$ cat src/rtl/ureg_xfer_ctrl_if.sv
// rtl/ureg_xfer_ctrl_if.sv - command/response, serial link and register pins of the transfer controller
`timescale 1ns/1ps
interface ureg_xfer_ctrl_if #(
  parameter int WIDTH = 4
);
  logic             cmd_valid;
  logic             cmd_ready;
  logic [1:0]       cmd_op;
  logic [WIDTH-1:0] cmd_data;
  logic             rsp_valid;
  logic             rsp_ready;
  logic [WIDTH-1:0] rsp_data;
  logic             rsp_err;
  logic             busy;
  logic             ser_out;
  logic             ser_out_valid;
  logic             ser_out_ready;
  logic             ser_in;
  logic             ser_in_valid;
  logic             ser_in_ready;
  logic             reg_enable;
  logic [1:0]       reg_mode;
  logic             reg_load;
  logic             reg_serial_in;
  logic [WIDTH-1:0] reg_parallel_in;
  logic             reg_serial_out;
  logic [WIDTH-1:0] reg_parallel_out;
  logic             reg_err;

  modport slave (
    input  cmd_valid, cmd_op, cmd_data, rsp_ready, ser_out_ready, ser_in, ser_in_valid,
           reg_serial_out, reg_parallel_out, reg_err,
    output cmd_ready, rsp_valid, rsp_data, rsp_err, busy, ser_out, ser_out_valid,
           ser_in_ready, reg_enable, reg_mode, reg_load, reg_serial_in, reg_parallel_in
  );

  modport master (
    output cmd_valid, cmd_op, cmd_data, rsp_ready, ser_out_ready, ser_in, ser_in_valid,
           reg_serial_out, reg_parallel_out, reg_err,
    input  cmd_ready, rsp_valid, rsp_data, rsp_err, busy, ser_out, ser_out_valid,
           ser_in_ready, reg_enable, reg_mode, reg_load, reg_serial_in, reg_parallel_in
  );
endinterface

$ cat src/rtl/ureg_xfer_ctrl.sv
// rtl/ureg_xfer_ctrl.sv - sequences write/read/serialize/deserialize commands on a universal shift register
`timescale 1ns/1ps
module ureg_xfer_ctrl #(
  parameter int   WIDTH   = 4,
  parameter logic TX_FILL = 1'b0
) (
  input logic             clk,
  input logic             rst,
  ureg_xfer_ctrl_if.slave bus
);

  localparam int CW = (WIDTH > 1) ? $clog2(WIDTH) : 1;
  localparam logic [CW-1:0] CNT_LAST = CW'(WIDTH - 1);

  localparam logic [1:0] OP_WRITE  = 2'b00;
  localparam logic [1:0] OP_READ   = 2'b01;
  localparam logic [1:0] OP_SER_TX = 2'b10;
  localparam logic [1:0] OP_SER_RX = 2'b11;

  localparam logic [1:0] MODE_SIPO = 2'b01;
  localparam logic [1:0] MODE_PISO = 2'b10;
  localparam logic [1:0] MODE_PIPO = 2'b11;

  typedef enum logic [2:0] {
    S_IDLE,
    S_LOAD,
    S_SHIFT,
    S_CAPTURE,
    S_RESP
  } state_e;

  state_e           state_q, state_d;
  logic [1:0]       op_q, op_d;
  logic [WIDTH-1:0] data_q, data_d;
  logic [CW-1:0]    cnt_q, cnt_d;
  logic [WIDTH-1:0] rsp_data_q, rsp_data_d;
  logic             rsp_err_q, rsp_err_d;

  logic shift_tx;
  logic shift_rx;
  logic shift_hs;

  assign shift_tx = (state_q == S_SHIFT) && (op_q == OP_SER_TX);
  assign shift_rx = (state_q == S_SHIFT) && (op_q == OP_SER_RX);
  assign shift_hs = (shift_tx && bus.ser_out_ready) || (shift_rx && bus.ser_in_valid);

  always_comb begin
    state_d    = state_q;
    op_d       = op_q;
    data_d     = data_q;
    cnt_d      = cnt_q;
    rsp_data_d = rsp_data_q;
    rsp_err_d  = rsp_err_q;
    case (state_q)
      S_IDLE: begin
        if (bus.cmd_valid) begin
          op_d       = bus.cmd_op;
          data_d     = bus.cmd_data;
          cnt_d      = '0;
          rsp_data_d = '0;
          rsp_err_d  = 1'b0;
          case (bus.cmd_op)
            OP_READ:   state_d = S_CAPTURE;
            OP_SER_RX: state_d = S_SHIFT;
            default:   state_d = S_LOAD;
          endcase
        end
      end
      S_LOAD:    state_d = (op_q == OP_SER_TX) ? S_SHIFT : S_RESP;
      S_SHIFT: begin
        // Stalled cycles leave the count untouched; only accepted bits advance it.
        if (shift_hs) begin
          if (cnt_q == CNT_LAST) begin
            cnt_d   = '0;
            state_d = (op_q == OP_SER_TX) ? S_RESP : S_CAPTURE;
          end else begin
            cnt_d = cnt_q + 1'b1;
          end
        end
      end
      S_CAPTURE: begin
        rsp_data_d = bus.reg_parallel_out;
        rsp_err_d  = bus.reg_err;
        state_d    = S_RESP;
      end
      S_RESP:    if (bus.rsp_ready) state_d = S_IDLE;
      default:   state_d = S_IDLE;
    endcase
  end

  always_ff @(posedge clk) begin
    if (rst) begin
      state_q    <= S_IDLE;
      op_q       <= OP_WRITE;
      data_q     <= '0;
      cnt_q      <= '0;
      rsp_data_q <= '0;
      rsp_err_q  <= 1'b0;
    end else begin
      state_q    <= state_d;
      op_q       <= op_d;
      data_q     <= data_d;
      cnt_q      <= cnt_d;
      rsp_data_q <= rsp_data_d;
      rsp_err_q  <= rsp_err_d;
    end
  end

  // Pin drive is decoded from registered state; reset forces every pin low in the same cycle.
  always_comb begin
    bus.cmd_ready       = 1'b0;
    bus.rsp_valid       = 1'b0;
    bus.rsp_data        = '0;
    bus.rsp_err         = 1'b0;
    bus.busy            = 1'b0;
    bus.ser_out         = 1'b0;
    bus.ser_out_valid   = 1'b0;
    bus.ser_in_ready    = 1'b0;
    bus.reg_enable      = 1'b0;
    bus.reg_mode        = 2'b00;
    bus.reg_load        = 1'b0;
    bus.reg_serial_in   = 1'b0;
    bus.reg_parallel_in = '0;
    if (!rst) begin
      bus.busy     = (state_q != S_IDLE);
      bus.rsp_data = rsp_data_q;
      bus.rsp_err  = rsp_err_q;
      case (state_q)
        S_IDLE:  bus.cmd_ready = 1'b1;
        S_LOAD: begin
          bus.reg_enable      = 1'b1;
          bus.reg_load        = 1'b1;
          bus.reg_parallel_in = data_q;
          bus.reg_mode        = (op_q == OP_SER_TX) ? MODE_PISO : MODE_PIPO;
        end
        S_SHIFT: begin
          if (op_q == OP_SER_TX) begin
            bus.reg_mode      = MODE_PISO;
            bus.reg_serial_in = TX_FILL;
            bus.ser_out_valid = 1'b1;
            bus.ser_out       = bus.reg_serial_out;
            bus.reg_enable    = bus.ser_out_ready;
          end else begin
            bus.reg_mode      = MODE_SIPO;
            bus.reg_serial_in = bus.ser_in;
            bus.ser_in_ready  = 1'b1;
            bus.reg_enable    = bus.ser_in_valid;
          end
        end
        S_RESP:  bus.rsp_valid = 1'b1;
        default: ;
      endcase
    end
  end

endmodule

$ cat src/flat_wrapper.sv
// flat-port wrapper written by rule: the top's interface ports become plain ports
module ureg_xfer_ctrl_flat 
#(
  parameter int   WIDTH   = 4,
  parameter logic TX_FILL = 1'b0
)
  (clk, rst, bus_cmd_valid, bus_cmd_op, bus_cmd_data, bus_rsp_ready, bus_ser_out_ready, bus_ser_in, bus_ser_in_valid, bus_reg_serial_out, bus_reg_parallel_out, bus_reg_err, bus_cmd_ready, bus_rsp_valid, bus_rsp_data, bus_rsp_err, bus_busy, bus_ser_out, bus_ser_out_valid, bus_ser_in_ready, bus_reg_enable, bus_reg_mode, bus_reg_load, bus_reg_serial_in, bus_reg_parallel_in);
  ureg_xfer_ctrl_if #(.WIDTH(WIDTH)) bus_i ();
  input logic clk;
  input logic rst;
  input wire logic [$bits(bus_i.cmd_valid)-1:0] bus_cmd_valid;
  input wire logic [$bits(bus_i.cmd_op)-1:0] bus_cmd_op;
  input wire logic [$bits(bus_i.cmd_data)-1:0] bus_cmd_data;
  input wire logic [$bits(bus_i.rsp_ready)-1:0] bus_rsp_ready;
  input wire logic [$bits(bus_i.ser_out_ready)-1:0] bus_ser_out_ready;
  input wire logic [$bits(bus_i.ser_in)-1:0] bus_ser_in;
  input wire logic [$bits(bus_i.ser_in_valid)-1:0] bus_ser_in_valid;
  input wire logic [$bits(bus_i.reg_serial_out)-1:0] bus_reg_serial_out;
  input wire logic [$bits(bus_i.reg_parallel_out)-1:0] bus_reg_parallel_out;
  input wire logic [$bits(bus_i.reg_err)-1:0] bus_reg_err;
  output wire logic [$bits(bus_i.cmd_ready)-1:0] bus_cmd_ready;
  output wire logic [$bits(bus_i.rsp_valid)-1:0] bus_rsp_valid;
  output wire logic [$bits(bus_i.rsp_data)-1:0] bus_rsp_data;
  output wire logic [$bits(bus_i.rsp_err)-1:0] bus_rsp_err;
  output wire logic [$bits(bus_i.busy)-1:0] bus_busy;
  output wire logic [$bits(bus_i.ser_out)-1:0] bus_ser_out;
  output wire logic [$bits(bus_i.ser_out_valid)-1:0] bus_ser_out_valid;
  output wire logic [$bits(bus_i.ser_in_ready)-1:0] bus_ser_in_ready;
  output wire logic [$bits(bus_i.reg_enable)-1:0] bus_reg_enable;
  output wire logic [$bits(bus_i.reg_mode)-1:0] bus_reg_mode;
  output wire logic [$bits(bus_i.reg_load)-1:0] bus_reg_load;
  output wire logic [$bits(bus_i.reg_serial_in)-1:0] bus_reg_serial_in;
  output wire logic [$bits(bus_i.reg_parallel_in)-1:0] bus_reg_parallel_in;
  assign bus_i.cmd_valid = bus_cmd_valid;
  assign bus_i.cmd_op = bus_cmd_op;
  assign bus_i.cmd_data = bus_cmd_data;
  assign bus_i.rsp_ready = bus_rsp_ready;
  assign bus_i.ser_out_ready = bus_ser_out_ready;
  assign bus_i.ser_in = bus_ser_in;
  assign bus_i.ser_in_valid = bus_ser_in_valid;
  assign bus_i.reg_serial_out = bus_reg_serial_out;
  assign bus_i.reg_parallel_out = bus_reg_parallel_out;
  assign bus_i.reg_err = bus_reg_err;
  assign bus_cmd_ready = bus_i.cmd_ready;
  assign bus_rsp_valid = bus_i.rsp_valid;
  assign bus_rsp_data = bus_i.rsp_data;
  assign bus_rsp_err = bus_i.rsp_err;
  assign bus_busy = bus_i.busy;
  assign bus_ser_out = bus_i.ser_out;
  assign bus_ser_out_valid = bus_i.ser_out_valid;
  assign bus_ser_in_ready = bus_i.ser_in_ready;
  assign bus_reg_enable = bus_i.reg_enable;
  assign bus_reg_mode = bus_i.reg_mode;
  assign bus_reg_load = bus_i.reg_load;
  assign bus_reg_serial_in = bus_i.reg_serial_in;
  assign bus_reg_parallel_in = bus_i.reg_parallel_in;
  ureg_xfer_ctrl #(.WIDTH(WIDTH), .TX_FILL(TX_FILL)) u_core (.clk(clk), .rst(rst), .bus(bus_i));
endmodule
$ cat config.mk
export PLATFORM = sky130hd
export DESIGN_NAME = ureg_xfer_ctrl_flat
export DESIGN_NICKNAME = d
export VERILOG_FILES = /design/src/rtl/ureg_xfer_ctrl_if.sv /design/src/rtl/ureg_xfer_ctrl.sv /design/src/flat_wrapper.sv
export SDC_FILE = /design/constraint.sdc
export NUM_CORES = 1
export LEC_CHECK = 0
export ABC_AREA = 1
export CORE_MARGIN = 3
export CORE_UTILIZATION = 25
export CTS_CLUSTER_DIAMETER = 200
export CTS_CLUSTER_SIZE = 14
export DETAILED_ROUTE_END_ITERATION = 10
export GPL_TIMING_DRIVEN = 0
export PLACE_DENSITY = 0.53
export SLEW_MARGIN = 25
export SYNTH_ARGS = -nofsm -noshare
export SYNTH_HDL_FRONTEND = slang
export SYNTH_SLANG_ARGS = --single-unit
$ cat constraint.sdc
create_clock -name clk -period 1.3 [get_ports clk]
set_input_delay 0.26 -clock clk [delete_from_list [all_inputs] [get_ports clk]]
set_output_delay 0.26 -clock clk [all_outputs]
set_load 0.03 [all_outputs]
==> results of run 1 <==
synth_stat cells, types with 2 or more instances:
library cell              number
sky130_fd_sc_hd__o21ai_0      11
sky130_fd_sc_hd__nor2_2        2
sky130_fd_sc_hd__dfxtp_1      16
sky130_fd_sc_hd__nor3b_1       2
sky130_fd_sc_hd__inv_1        24
sky130_fd_sc_hd__buf_1         2
sky130_fd_sc_hd__nor2_1       25
sky130_fd_sc_hd__nand3_1      12
sky130_fd_sc_hd__a21oi_1       8
sky130_fd_sc_hd__nand2_4       2
sky130_fd_sc_hd__nand2_1      22
layer usage:
metal,GRT usage [%],part of all wire [%],wire length (um)
met5,0,0,0
met4,6.09,1.2,38
met3,2.19,4.1,134
met2,26.5,53,1710
met1,18.2,42,1360
kinds of logic after synthesis:
family	after synthesis	share of synthesized area (%)
AOI/OAI and AO/OA	23	14.0
adders and majority gates	1	1.36
buffers and inverters	30	14.4
DFF	16	34.9
and+or+nand+nor	70	35.3
cell type report:
type	count	area [sq um]	share of cell area, %
Buffer	3	38.8	1.94
Clock buffer	4	55.1	2.76
Inverter	26	116	5.83
Multi-Input combinational cell	94	726	36.4
Sequential cell	16	333	16.7
Tap cell	46	57.6	2.89
Timing Repair Buffer	67	668	33.5
path summary, 6_finish.rpt:
path | from | to | cells after the start
setup / recovery | u_core.state_q[2] | bus_reg_mode[1] | 7
hold / removal | rst | u_core.op_q[1] | 3
setup reg to reg | u_core.state_q[1] | u_core.op_q[0] | 10
hold reg to reg | u_core.cnt_q[1] | u_core.cnt_q[1] | 2
cells in the final DEF (no fill, tap or decap), drive strengths merged:
| cell | instances |
|---|---|
| a31oi | 1 |
| a21oi | 8 |
| dlygate4sd2 | 1 |
| clkdlybuf4s50 | 17 |
| ha | 1 |
| inv | 25 |
| o21ai | 11 |
| o211ai | 1 |
| buf | 52 |
| nor4 | 1 |
| dfxtp | 16 |
| nand3 | 12 |
| a211oi | 2 |
| nand3b | 1 |
| nand2 | 25 |
| nor2 | 28 |
| nor3b | 2 |
| clkinvlp | 1 |
| clkbuf | 4 |
| nand4 | 1 |
critical path, cell delays in order (launching register included):
cell and delay (ns):
sky130_fd_sc_hd__dfxtp_4 0.37, sky130_fd_sc_hd__inv_4 0.07, sky130_fd_sc_hd__nand3_4 0.08, sky130_fd_sc_hd__nor2_4 0.14
sky130_fd_sc_hd__clkinvlp_4 0.13, sky130_fd_sc_hd__buf_4 0.15, sky130_fd_sc_hd__o21ai_2 0.05, sky130_fd_sc_hd__buf_6 0.14
flip-flops by register name, indices dropped and copies added (netlist names):
name,cells
u_core.rsp_data_q,4
u_core.op_q,2
u_core.data_q,4
u_core.cnt_q,2
u_core.state_q,3
u_core.rsp_err_q,1
through the flow:
step	worst slack (ns)	hold WS, ns
final	-0.350	0.492
after global placement	-1.17	0.478
after floorplan	-0.288	0.407
after detailed placement	-1.18	0.483
after CTS	-0.384	0.469
after global routing	-0.419	0.526
where the power goes:
| part | internal, mW | switching, mW |
|---|---|---|
| registers | 0.613 | 0.102 |
| clock network | 0.269 | 0.179 |
| logic | 1.11 | 1.18 |
timing repair:
action | 4_1_cts | 5_1_grt
pin swaps | 7 | 11
setup buffers | 24 | 4
endpoints found under the setup margin | 27 | 31
cloned | 1 | 0
endpoints found under the hold margin | 0 | 0
hold buffers | 0 | 0
gates resized for setup | 172 | 25
==> impl_results.html, run 1 <==
<table>
<tr><th>Metric</th><th>Value</th></tr>
<tr><th colspan="2">Power and ir drop</th></tr>
<tr><td>Peak ir drop on the vdd network</td><td>0.825 mV</td></tr>
<tr><td>Overall power of the completed layout</td><td>3.45 mW</td></tr>
<tr><td>Leakage power</td><td>0.856 nW</td></tr>
<tr><td>P per Cell Area</td><td>1730 nW/um^2</td></tr>
<tr><th colspan="2">Placed design</th></tr>
<tr><td>Detailed-placement wirelength estimate</td><td>between 2 and 2.5 mm</td></tr>
<tr><td>Placement Cell Area</td><td>1480 sq um</td></tr>
<tr><td>Total placed cells including tap cells</td><td>224</td></tr>
<tr><td>Routability Congestion</td><td>0.732</td></tr>
<tr><td>Input/output buffers</td><td>38</td></tr>
<tr><th colspan="2">Timing</th></tr>
<tr><td>Least-Margin Pin Slew</td><td>0.327 ns</td></tr>
<tr><td>Post-Route Setup TNS</td><td>-6.37 ns</td></tr>
<tr><td>Final worst-path setup slack</td><td>-0.350 ns</td></tr>
<tr><td>Final Skew</td><td>about 0.0022 ns</td></tr>
<tr><td>Final setup violation count</td><td>31</td></tr>
<tr><td>Time the worst path needs with I/O delays and setup</td><td>1.65 ns</td></tr>
<tr><td>Final Slew Violations</td><td>0</td></tr>
<tr><td>Setup repair after global routing missed its margin</td><td>yes</td></tr>
<tr><td>Fraction of the cycle the final worst path needs</td><td>127%</td></tr>
<tr><td>Fin. Hold Viols</td><td>0</td></tr>
<tr><td>Slew margin rel.</td><td>roughly 78%</td></tr>
<tr><td>Maximum achievable frequency</td><td>606 MHz</td></tr>
<tr><th colspan="2">Yosys</th></tr>
<tr><td>Fraction of post-synthesis cell area in the top cell type by area</td><td>34.9%</td></tr>
<tr><td>Post-synthesis cell type count</td><td>25</td></tr>
<tr><td>Synth Area per Inst</td><td>6.56 sq um</td></tr>
<tr><td>Async SR Flop Fraction</td><td>0%</td></tr>
<tr><td>Number of standard cells after synthesis</td><td>140</td></tr>
<tr><td>Post-Synthesis Cell Area</td><td>918 sq um</td></tr>
<tr><td>Cell taking the most area after synthesis</td><td>sky130_fd_sc_hd__dfxtp_1</td></tr>
<tr><td>Yosys warns</td><td>0</td></tr>
<tr><td>Dominant synthesized flop cell</td><td>sky130_fd_sc_hd__dfxtp_1</td></tr>
<tr><td>Seq/Total Area, Yosys</td><td>34.9%</td></tr>
<tr><td>Number of enable-type register cells in the synthesized netlist</td><td>0</td></tr>
<tr><td>Top area cells in the synthesized netlist</td><td>sky130_fd_sc_hd__dfxtp_1 35%, sky130_fd_sc_hd__nor2_1 10%, sky130_fd_sc_hd__inv_1 9.8%</td></tr>
<tr><td>Number of register bits inferred by synthesis</td><td>16</td></tr>
<tr><td>Total nets after synthesis</td><td>160</td></tr>
<tr><th colspan="2">Final layout</th></tr>
<tr><td>Final cell area excluding filler cells</td><td>approximately 2000 sq um</td></tr>
<tr><td>Number of nets in the finished design</td><td>about 230</td></tr>
<tr><td>Number of inserted filler cells in the final layout</td><td>308</td></tr>
<tr><td>Final instance count without filler cells</td><td>256</td></tr>
<tr><td>Layout cell share with drive strength beyond 1</td><td>51.4%</td></tr>
<tr><td>Number of inserted diodes</td><td>0</td></tr>
<tr><td>Area overhead of the layout relative to synthesis</td><td>117%</td></tr>
<tr><td>Post-layout utilization of the core</td><td>approximately 58%</td></tr>
<tr><th colspan="2">Global routing</th></tr>
<tr><td>Wire length of the first global-routing pass</td><td>roughly 5.1 mm</td></tr>
<tr><td>GR Overflow Total</td><td>0</td></tr>
<tr><td>Antenna violations before repair</td><td>0</td></tr>
<tr><td>Pin count of the biggest net entering global routing</td><td>11</td></tr>
<tr><td>Overall Global Routing Usage</td><td>15.1%</td></tr>
<tr><td>Via count of the first global-routing pass</td><td>~1100</td></tr>
<tr><th colspan="2">Clocking</th></tr>
<tr><td>Total clock buffers created by CTS</td><td>3</td></tr>
<tr><td>Clk_lat worst skew</td><td>0.25 ns</td></tr>
<tr><td>Clock-pin slew of the registers on the worst-case setup and hold paths</td><td>~0.060 ns</td></tr>
<tr><td>Total number of H-tree levels</td><td>1</td></tr>
<tr><td>Clock Path Buffers</td><td>2</td></tr>
<tr><td>Root buffer selected by CTS</td><td>sky130_fd_sc_hd__clkbuf_8</td></tr>
<tr><td># clock sinks</td><td>16</td></tr>
<tr><td>CTS tree</td><td>yes</td></tr>
<tr><th colspan="2">Detailed routing</th></tr>
<tr><td>Number of antenna-violating nets in the routed design</td><td>0</td></tr>
<tr><td>Violation count after the first detailed-route iteration</td><td>17</td></tr>
<tr><td>Routed via count divided by cell count</td><td>approximately 4.5</td></tr>
<tr><td>Wirelength per Cell</td><td>12.7 um</td></tr>
<tr><td>Routed vias</td><td>1146</td></tr>
<tr><td>Detailed-route DRC error count</td><td>0</td></tr>
<tr><td>First-pass iteration count of the detailed router</td><td>4</td></tr>
<tr><td>Total routed wirelength</td><td>3.24 mm</td></tr>
<tr><th colspan="2">Floorplan</th></tr>
<tr><td>Area of the core region</td><td>about 3400 sq um</td></tr>
<tr><td>Boundary Pins</td><td>39</td></tr>
<tr><td>Placement Rows</td><td>21</td></tr>
<tr><td>Die Wd</td><td>66.6 um</td></tr>
<tr><td>Die area</td><td>between 4000 and 5000 sq um</td></tr>
<tr><td>Die height</td><td>66.6 um</td></tr>
<tr><td>Initial core utilization</td><td>between 20% and 30%</td></tr>
<tr><th colspan="2">Setup path</th></tr>
<tr><td>Register-to-Register Setup Slack</td><td>-0.23 ns</td></tr>
<tr><td>WS Path Type</td><td>reg -&gt; out</td></tr>
<tr><td>Nature of the critical path startpoint</td><td>flop</td></tr>
<tr><td>Top fanout value on the critical path</td><td>4</td></tr>
<tr><td>Arrival time at the worst endpoint</td><td>1.39 ns</td></tr>
<tr><td>Required time of the critical path</td><td>1.04 ns</td></tr>
<tr><td>Capturing element type of the critical path</td><td>output port</td></tr>
<tr><th colspan="2">Min path</th></tr>
<tr><td>Class of the most critical hold timing path</td><td>in -&gt; reg</td></tr>
<tr><th colspan="2">Status</th></tr>
<tr><td>Violations in the final reports</td><td>negative setup slack</td></tr>
<tr><td>Run status</td><td>complete, but fails checks</td></tr>
<tr><th colspan="2">Flow run</th></tr>
<tr><td>Max-cap viol count</td><td>0</td></tr>
</table>
No activity file was read; power rests on OpenSTA's default activity.
==> inputs of run 2 (changes only) <==
- CORE_ASPECT_RATIO: default -> 1.25
==> run 2 against run 1 <==
  * Combinational power shrank 5%
  * Fmax down 4.5%
  * Final cell count down 2.7%
  * The flow still finishes with violations (negative setup slack)
  * Critical path depth stayed put
==> impl_results.html, run 2 (synthesis gave the netlist of run 1 again) <==
<table>
<tr><th>Metric</th><th>Value</th></tr>
<tr><th colspan="2">Status</th></tr>
<tr><td>Run status</td><td>complete, but fails checks</td></tr>
<tr><td>Violations in the final reports</td><td>negative setup slack</td></tr>
<tr><th colspan="2">Detailed routing</th></tr>
<tr><td>Routed via count divided by cell count</td><td>4.59 (+2.5%)</td></tr>
<tr><td>Wirelength per Cell</td><td>13.0 um (+2.5%)</td></tr>
<tr><td>Routed vias</td><td>1142 (-0.35%)</td></tr>
<tr><td>Detailed-route DRC error count</td><td>0 (unchanged)</td></tr>
<tr><td>First-pass iteration count of the detailed router</td><td>4 (unchanged)</td></tr>
<tr><td>Number of antenna-violating nets in the routed design</td><td>0 (unchanged)</td></tr>
<tr><td>Total routed wirelength</td><td>3.24 mm (-0.28%)</td></tr>
<tr><td>Violation count after the first detailed-route iteration</td><td>28 (+11)</td></tr>
<tr><th colspan="2">Global routing</th></tr>
<tr><td>Met2 Use GR</td><td>26.3% (-0.16 points)</td></tr>
<tr><td>Met1 Usage GRT</td><td>16.6% (-1.6 points)</td></tr>
<tr><td>Wire length of the first global-routing pass</td><td>4.99 mm (-3.1%)</td></tr>
<tr><td>Overall Global Routing Usage</td><td>14.8% (-0.25 points)</td></tr>
<tr><td>Via count of the first global-routing pass</td><td>1146 (+0.44%)</td></tr>
<tr><td>Global routing met3 resource utilization</td><td>4.04% (+1.8 points)</td></tr>
<tr><td>Most Crowded Layer GR</td><td>met2</td></tr>
<tr><td>Pin count of the biggest net entering global routing</td><td>11 (unchanged)</td></tr>
<tr><td>GR Overflow Total</td><td>0 (unchanged)</td></tr>
<tr><td>Antenna violations before repair</td><td>0 (unchanged)</td></tr>
<tr><th colspan="2">Clocking</th></tr>
<tr><td>Root buffer selected by CTS</td><td>sky130_fd_sc_hd__clkbuf_8</td></tr>
<tr><td>Clock Path Buffers</td><td>2 (unchanged)</td></tr>
<tr><td>CTS tree</td><td>yes</td></tr>
<tr><td>Clk_lat worst skew</td><td>0.26 ns (about the same)</td></tr>
<tr><td>Total number of H-tree levels</td><td>1 (unchanged)</td></tr>
<tr><td>Total clock buffers created by CTS</td><td>3 (unchanged)</td></tr>
<tr><td>Clock-pin slew of the registers on the worst-case setup and hold paths</td><td>0.07 ns (about the same)</td></tr>
<tr><td># clock sinks</td><td>16 (unchanged)</td></tr>
<tr><th colspan="2">Setup path</th></tr>
<tr><td>WS Path Type</td><td>reg -&gt; out</td></tr>
<tr><td>Maximum single-stage delay on the critical path</td><td>0.37 ns (about the same)</td></tr>
<tr><td>Critical-path cell list</td><td>inv_4 -&gt; nand3_4 -&gt; nor2_4 -&gt; clkinvlp_4 -&gt; buf_6 -&gt; nor2_4 -&gt; buf_6</td></tr>
<tr><td>Top fanout value on the critical path</td><td>4 (unchanged)</td></tr>
<tr><td>Arrival time at the worst endpoint</td><td>1.47 ns (+0.08 ns)</td></tr>
<tr><td>Capturing element type of the critical path</td><td>output port</td></tr>
<tr><td>Critical register-to-register path startpoint</td><td>u_core.state_q[0]</td></tr>
<tr><td>Critical path origin</td><td>u_core.state_q[2]</td></tr>
<tr><td>Cell at the slowest stage of the critical path</td><td>sky130_fd_sc_hd__dfxtp_4</td></tr>
<tr><td>Nature of the critical path startpoint</td><td>flop</td></tr>
<tr><td>Required time of the critical path</td><td>1.04 ns (about the same)</td></tr>
<tr><th colspan="2">Min path</th></tr>
<tr><td>Hold Path Origin</td><td>rst</td></tr>
<tr><td>Class of the most critical hold timing path</td><td>in -&gt; reg</td></tr>
<tr><th colspan="2">Floorplan</th></tr>
<tr><td>Die Wd</td><td>60.2 um (-9.6%)</td></tr>
<tr><td>Boundary Pins</td><td>39 (unchanged)</td></tr>
<tr><td>Placement Rows</td><td>24 (+14%)</td></tr>
<tr><td>Area of the core region</td><td>3510 sq um (+2.1%)</td></tr>
<tr><td>Die area</td><td>4440 sq um (+0.10%)</td></tr>
<tr><td>Initial core utilization</td><td>26.1% (-0.54 points)</td></tr>
<tr><td>Die height</td><td>73.8 um (+11%)</td></tr>
<tr><th colspan="2">Placed design</th></tr>
<tr><td>Detailed-placement wirelength estimate</td><td>2.10 mm (+3.8%)</td></tr>
<tr><td>Input/output buffers</td><td>38 (unchanged)</td></tr>
<tr><td>Routability Congestion</td><td>0.763 (+4.3%)</td></tr>
<tr><th colspan="2">Flow run</th></tr>
<tr><td>Max-cap viol count</td><td>0 (unchanged)</td></tr>
<tr><th colspan="2">Timing</th></tr>
<tr><td>Time the worst path needs with I/O delays and setup</td><td>1.73 ns (+0.0776 ns)</td></tr>
<tr><td>Fraction of the cycle the final worst path needs</td><td>133% (+6.0 points)</td></tr>
<tr><td>Fin. Hold Viols</td><td>0 (unchanged)</td></tr>
<tr><td>Maximum achievable frequency</td><td>579 MHz (-4.5%)</td></tr>
<tr><td>Setup repair after global routing missed its margin</td><td>yes</td></tr>
<tr><td>Slew margin rel.</td><td>83.1% (+4.9 points)</td></tr>
<tr><td>Final worst-path setup slack</td><td>-0.428 ns (-0.0776 ns)</td></tr>
<tr><td>Final setup violation count</td><td>31 (unchanged)</td></tr>
<tr><td>Least-Margin Pin Slew</td><td>0.253 ns (-0.0740 ns)</td></tr>
<tr><td>Final Skew</td><td>0.00763 ns (+0.00545 ns)</td></tr>
<tr><td>Final Slew Violations</td><td>0 (unchanged)</td></tr>
<tr><th colspan="2">Final layout</th></tr>
<tr><td>Layout cell share with drive strength beyond 1</td><td>48.1% (-3.3 points)</td></tr>
<tr><td>Leading cell type in the layout, fill and taps excluded</td><td>sky130_fd_sc_hd__buf_6</td></tr>
<tr><td>Post-layout utilization of the core</td><td>55.0% (-3.0 points)</td></tr>
<tr><td>Registers with the highest flip-flop counts</td><td>u_core.data_q (4), u_core.rsp_data_q (4), u_core.state_q (3)</td></tr>
<tr><td>Area overhead of the layout relative to synthesis</td><td>110%</td></tr>
<tr><td>Number of nets in the finished design</td><td>231 (unchanged)</td></tr>
<tr><td>Number of inserted diodes</td><td>0 (unchanged)</td></tr>
<tr><td>Leading cell types in the layout, fill and taps excluded</td><td>26 x sky130_fd_sc_hd__buf_6, 19 x sky130_fd_sc_hd__buf_4, 19 x sky130_fd_sc_hd__nand2_1</td></tr>
<tr><td>Number of inserted filler cells in the final layout</td><td>327 (+6.2%)</td></tr>
<tr><th colspan="2">Power and ir drop</th></tr>
<tr><td>Leakage power</td><td>0.838 nW (-2.1%)</td></tr>
<tr><td>Overall power of the completed layout</td><td>3.29 mW (-4.5%)</td></tr>
<tr><td>P per Cell Area</td><td>1710 nW/um^2 (-1.4%)</td></tr>
<tr><td>Peak ir drop on the vdd network</td><td>1.14 mV (+39%)</td></tr>
</table>
[run 2: metal layers]
layer | wire length [um] | share of wire [%]
met1 | 1210 | 37
met2 | 1740 | 54
met3 | 215 | 6.6
met4 | 71 | 2.2
met5 | 0 | 0
[run 2: cell type report]
| type | count | area (sq um) | area share, % |
|---|---|---|---|
| timing repair buffer | 67 | 667 | 34.5 |
| tap | 39 | 48.8 | 2.53 |
| inverter | 26 | 116 | 6.03 |
| buffer | 3 | 38.8 | 2.01 |
| sequential | 16 | 332 | 17.2 |
| clock buffer | 4 | 45.0 | 2.33 |
| multi-input combinational | 94 | 683 | 35.4 |
[run 2: timing repair]
action                     4_1_cts  5_1_grt
pin swaps                        4       13
setup buffers                   19       10
setup endpoints to repair       26       33
hold buffers                     0        0
gates cloned                     0        1
resized for setup              152       41
[run 2: worst paths after layout]
path	endpoint	slack, ns	cells after the start
max	bus_reg_parallel_in[2]	-0.43	7
min	u_core.state_q[2]	0.38	4
max reg2reg	u_core.state_q[1]	-0.16	10
min reg2reg	u_core.data_q[1]	0.51	2
[run 2: where the power goes]
group / total (mW) / switching [mW] / internal (mW)
sequential: 0.711 / 0.100 / 0.611
combinational: 2.17 / 1.16 / 1.02
clock: 0.409 / 0.191 / 0.218
[run 2: worst max-delay path, delay by kind of cell (launching register included)]
| kind | cells | cell delay, ns |
|---|---|---|
| flip-flops | 1 | 0.37 |
| buffers and inverters | 4 | 0.50 |
| AND/OR/NAND/NOR | 3 | 0.34 |
[run 2: per-stage QoR]
| stage | worst slack [ns] | cells | TNS (ns) | hold WS, ns | cell area, sq um |
|---|---|---|---|---|---|
| after floorplan | -0.288 | 140 | -1.66 | 0.407 | 1040 |
| after global placement | -1.16 | 217 | -24.37 | 0.476 | 1470 |
| after detailed placement | -1.15 | 217 | -24.17 | 0.496 | 1470 |
| after CTS | -0.409 | 240 | -4.92 | 0.450 | 1730 |
| after global routing | -0.495 | 249 | -7.72 | 0.415 | 1930 |
| final | -0.428 | 249 | -5.74 | 0.383 | 1930 |
==> inputs of run 3 (changes only) <==
- ABC_AREA: 1 -> 0
- PLACE_DENSITY: 0.53 -> 0.52
==> run 3 against run 2 <==
  * The run still ends with negative setup slack left
  * Critical path depth shrank 3
  * Worst setup slack lost 0.030 ns
  * Synthesized cell count shrank 12%
  * Utilization shrank 5.5 points
  * Via count shrank 9.5%
  * Sequential share of layout area grew 1.4 points
  * Final area shrank 7.8%
  * Register-to-register slack lost 0.06 ns
  * Clock skew shrank 0.0039 ns
  * Final cell count shrank 12%
  * Critical path type unchanged
  * Critical endpoint is now bus_reg_serial_in
  * Largest cell class is now multi-input gates
==> impl_results.html, run 3 <==
<table>
<tr><th>Metric</th><th>Value</th></tr>
<tr><th colspan="2">Status</th></tr>
<tr><td>Run status</td><td>complete, but fails checks</td></tr>
<tr><td>Violations in the final reports</td><td>negative setup slack</td></tr>
<tr><th colspan="2">Final layout</th></tr>
<tr><td>Number of inserted filler cells in the final layout</td><td>372 (+14%)</td></tr>
<tr><td>Number of nets in the finished design</td><td>202 (-13%)</td></tr>
<tr><td>Number of inserted diodes</td><td>0 (unchanged)</td></tr>
<tr><td>Registers with the highest flip-flop counts</td><td>u_core.data_q (4), u_core.rsp_data_q (4), u_core.state_q (3)</td></tr>
<tr><td>Leading cell type in the layout, fill and taps excluded</td><td>sky130_fd_sc_hd__nand2_1</td></tr>
<tr><td>Final cell area excluding filler cells</td><td>1780 sq um (-7.8%)</td></tr>
<tr><td>Layout cell share with drive strength beyond 1</td><td>48.9% (+0.79 points)</td></tr>
<tr><td>Leading cell types in the layout, fill and taps excluded</td><td>24 x sky130_fd_sc_hd__nand2_1, 20 x sky130_fd_sc_hd__buf_6, 18 x sky130_fd_sc_hd__buf_4</td></tr>
<tr><td>Area overhead of the layout relative to synthesis</td><td>84.1%</td></tr>
<tr><td>Post-layout utilization of the core</td><td>49.4% (-5.5 points)</td></tr>
<tr><th colspan="2">Floorplan</th></tr>
<tr><td>Die Wd</td><td>61.6 um (+2.4%)</td></tr>
<tr><td>Placement Rows</td><td>24 (unchanged)</td></tr>
<tr><td>Initial core utilization</td><td>26.8% (+0.70 points)</td></tr>
<tr><td>Die area</td><td>4660 sq um (+4.8%)</td></tr>
<tr><td>Area of the core region</td><td>3600 sq um (+2.6%)</td></tr>
<tr><td>Die height</td><td>75.5 um (+2.4%)</td></tr>
<tr><td>Boundary Pins</td><td>39 (unchanged)</td></tr>
<tr><th colspan="2">Yosys</th></tr>
<tr><td>Dominant synthesized flop cell</td><td>sky130_fd_sc_hd__dfxtp_1</td></tr>
<tr><td>Top area cells in the synthesized netlist</td><td>sky130_fd_sc_hd__dfxtp_1 33%, sky130_fd_sc_hd__nand2_1 10%, sky130_fd_sc_hd__a21oi_1 7.2%</td></tr>
<tr><td>Post-Synthesis Cell Area</td><td>967 sq um (+5.3%)</td></tr>
<tr><td>Async SR Flop Fraction</td><td>0% (unchanged)</td></tr>
<tr><td>Yosys warns</td><td>0 (unchanged)</td></tr>
<tr><td>Number of enable-type register cells in the synthesized netlist</td><td>0 (unchanged)</td></tr>
<tr><td>Number of standard cells after synthesis</td><td>123 (-12%)</td></tr>
<tr><td>Number of register bits inferred by synthesis</td><td>16 (unchanged)</td></tr>
<tr><td>Most numerous cell types in the synthesized netlist</td><td>26 x sky130_fd_sc_hd__nand2_1, 16 x sky130_fd_sc_hd__dfxtp_1, 14 x sky130_fd_sc_hd__a21oi_1</td></tr>
<tr><td>Post-synthesis cell type count</td><td>36 (+44%)</td></tr>
<tr><td>Fraction of post-synthesis cell area in the top cell type by area</td><td>33.1% (-1.8 points)</td></tr>
<tr><td>Seq/Total Area, Yosys</td><td>33.1% (-1.8 points)</td></tr>
<tr><td>Most repeated cell in the gate-level netlist after synthesis</td><td>sky130_fd_sc_hd__nand2_1</td></tr>
<tr><td>Synth Area per Inst</td><td>7.86 sq um (+20%)</td></tr>
<tr><td>Total nets after synthesis</td><td>143 (-11%)</td></tr>
<tr><td>Cell taking the most area after synthesis</td><td>sky130_fd_sc_hd__dfxtp_1</td></tr>
<tr><th colspan="2">Placed design</th></tr>
<tr><td>Placement Cell Area</td><td>1460 sq um (-0.93%)</td></tr>
<tr><td>Input/output buffers</td><td>38 (unchanged)</td></tr>
<tr><td>Detailed-placement wirelength estimate</td><td>2.09 mm (-0.86%)</td></tr>
<tr><td>Routability Congestion</td><td>0.748 (-2.0%)</td></tr>
<tr><td>Worst setup timing slack at the placement stage</td><td>-1.36 ns (-0.214 ns)</td></tr>
<tr><th colspan="2">Min path</th></tr>
<tr><td>Class of the most critical hold timing path</td><td>in -&gt; reg</td></tr>
<tr><th colspan="2">Setup path</th></tr>
<tr><td>Register-to-Register Setup Slack</td><td>-0.22 ns (-0.06 ns)</td></tr>
<tr><td>Capturing element type of the critical path</td><td>output port</td></tr>
<tr><td>Nature of the critical path startpoint</td><td>flop</td></tr>
<tr><td>Arrival time at the worst endpoint</td><td>1.50 ns (+0.03 ns)</td></tr>
<tr><td>Required time of the critical path</td><td>1.04 ns (about the same)</td></tr>
<tr><td>WS Path Type</td><td>reg -&gt; out</td></tr>
<tr><td>CP bufs+invs</td><td>1 (-3)</td></tr>
<tr><td>Cell at the slowest stage of the critical path</td><td>sky130_fd_sc_hd__or3b_4</td></tr>
<tr><td>Largest delay contributor family on the critical path</td><td>simple AND/OR/NAND/NOR gates</td></tr>
<tr><td>Critical-path cell list</td><td>or3b_4 -&gt; nor3_4 -&gt; and2_4 -&gt; buf_6</td></tr>
<tr><td>Maximum single-stage delay on the critical path</td><td>0.40 ns (+0.03 ns)</td></tr>
<tr><td>Top fanout value on the critical path</td><td>4 (unchanged)</td></tr>
<tr><th colspan="2">Power and ir drop</th></tr>
<tr><td>Leakage power</td><td>0.757 nW (-9.6%)</td></tr>
<tr><td>Peak ir drop on the vdd network</td><td>0.486 mV (-57%)</td></tr>
<tr><td>P per Cell Area</td><td>1040 nW/um^2 (-39%)</td></tr>
<tr><th colspan="2">Timing</th></tr>
<tr><td>Final Slew Violations</td><td>0 (unchanged)</td></tr>
<tr><td>Final setup violation count</td><td>26 (-16%)</td></tr>
<tr><td>Final worst-path setup slack</td><td>-0.458 ns (-0.0300 ns)</td></tr>
<tr><td>Maximum achievable frequency</td><td>569 MHz (-1.7%)</td></tr>
<tr><td>Slew margin rel.</td><td>80.5% (-2.6 points)</td></tr>
<tr><td>Least-Margin Pin Slew</td><td>0.292 ns (+0.0390 ns)</td></tr>
<tr><td>Time the worst path needs with I/O delays and setup</td><td>1.76 ns (+0.0300 ns)</td></tr>
<tr><td>Post-Route Setup TNS</td><td>-6.92 ns (-1.18 ns)</td></tr>
<tr><td>Fin. Hold Viols</td><td>0 (unchanged)</td></tr>
<tr><td>Final Skew</td><td>0.00377 ns (-0.00386 ns)</td></tr>
<tr><td>Setup repair after global routing missed its margin</td><td>yes</td></tr>
<tr><td>Fraction of the cycle the final worst path needs</td><td>135% (+2.3 points)</td></tr>
<tr><th colspan="2">Global routing</th></tr>
<tr><td>Antenna violations before repair</td><td>0 (unchanged)</td></tr>
<tr><td>Global routing met3 resource utilization</td><td>2.37% (-1.7 points)</td></tr>
<tr><td>Pin count of the biggest net entering global routing</td><td>11 (unchanged)</td></tr>
<tr><td>Overall Global Routing Usage</td><td>12.6% (-2.2 points)</td></tr>
<tr><td>Met2 Use GR</td><td>22.8% (-3.5 points)</td></tr>
<tr><td>Via count of the first global-routing pass</td><td>1011 (-12%)</td></tr>
<tr><td>GR Overflow Total</td><td>0 (unchanged)</td></tr>
<tr><td>Most Crowded Layer GR</td><td>met2</td></tr>
<tr><td>Met1 Usage GRT</td><td>14.0% (-2.6 points)</td></tr>
<tr><td>Wire length of the first global-routing pass</td><td>4.37 mm (-12%)</td></tr>
<tr><th colspan="2">Clocking</th></tr>
<tr><td>Clk_lat worst skew</td><td>0.25 ns (about the same)</td></tr>
<tr><td>Clock-pin slew of the registers on the worst-case setup and hold paths</td><td>0.07 ns (about the same)</td></tr>
<tr><td>Total clock buffers created by CTS</td><td>3 (unchanged)</td></tr>
<tr><td>Root buffer selected by CTS</td><td>sky130_fd_sc_hd__clkbuf_8</td></tr>
<tr><td>Clock Path Buffers</td><td>2 (unchanged)</td></tr>
<tr><td>Total number of H-tree levels</td><td>1 (unchanged)</td></tr>
<tr><td>CTS tree</td><td>yes</td></tr>
<tr><td># clock sinks</td><td>16 (unchanged)</td></tr>
<tr><th colspan="2">Detailed routing</th></tr>
<tr><td>Number of antenna-violating nets in the routed design</td><td>0 (unchanged)</td></tr>
<tr><td>Wirelength per Cell</td><td>13.0 um (+0.31%)</td></tr>
<tr><td>Detailed-route DRC error count</td><td>0 (unchanged)</td></tr>
<tr><td>First-pass iteration count of the detailed router</td><td>4 (unchanged)</td></tr>
<tr><td>Violation count after the first detailed-route iteration</td><td>22 (-21%)</td></tr>
<tr><td>Total routed wirelength</td><td>2.85 mm (-12%)</td></tr>
<tr><td>Routed vias</td><td>1034 (-9.5%)</td></tr>
<tr><td>Routed via count divided by cell count</td><td>4.72 (+2.9%)</td></tr>
<tr><th colspan="2">Flow run</th></tr>
<tr><td>Max-cap viol count</td><td>0 (unchanged)</td></tr>
</table>
[run 3: final cells by class]
type	count	area, sq um	share of cell area, %
timing repair buffer	54	533	29.9
inverter	6	22.5	1.26
buffer	6	70.1	3.94
tap	39	48.8	2.74
clock buffer	3	41.3	2.32
sequential	16	330	18.6
multi-input combinational	95	734	41.3
[run 3: per-layer routing]
metal  part of all wire, %  up-vias
li1                      -      533
met1                    39      464
met2                    54       32
met3                   6.0        5
met4                   1.3        0
met5                     0        -
[run 3: through the flow]
stage / instances / power, mW / hold slack [ns]
floorplan: 123 / 1.02 / 0.369
global placement: 200 / 1.23 / 0.444
detailed placement: 200 / 1.24 / 0.454
CTS: 212 / 1.70 / 0.463
global route: 219 / 1.95 / 0.410
finish: 219 / 1.86 / 0.405
[run 3: cells by family after synthesis]
group	share of synthesized area, %
and+or+nand+nor	39.1
AOI/OAI and AO/OA	15.5
DFF	33.1
buffers and inverters	6.73
muxes	4.27
adders and majority gates	1.29
[run 3: worst min-delay path, stage by stage]
cell                       delay (ns)
sky130_fd_sc_hd__buf_2           0.15
sky130_fd_sc_hd__clkbuf_8        0.17
sky130_fd_sc_hd__a221oi_2        0.03
[run 3: worst paths after layout]
check,to,start,depth (start not counted)
worst min-delay path,u_core.state_q[1],rst,3
worst min register to register,u_core.data_q[0],u_core.data_q[0],2
worst max-delay path,bus_reg_serial_in,u_core.state_q[1],4
worst max register to register,u_core.cnt_q[0],u_core.state_q[2],7
[run 3: where the power goes]
| group | leakage [nW] | switching, mW | internal, mW | total (mW) |
|---|---|---|---|---|
| Clock | 0.0216 | 0.179 | 0.206 | 0.385 |
| Combinational | 0.603 | 0.432 | 0.467 | 0.899 |
| Sequential | 0.132 | 0.0379 | 0.536 | 0.574 |
[run 3: what timing repair did]
item / in CTS / in global routing
hold buffers: 0 / 0
setup endpoints to repair: 36 / 36
pin swaps: 5 / 12
setup buffers: 8 / 6
gates resized for setup: 142 / 38
gates cloned: 1 / 1
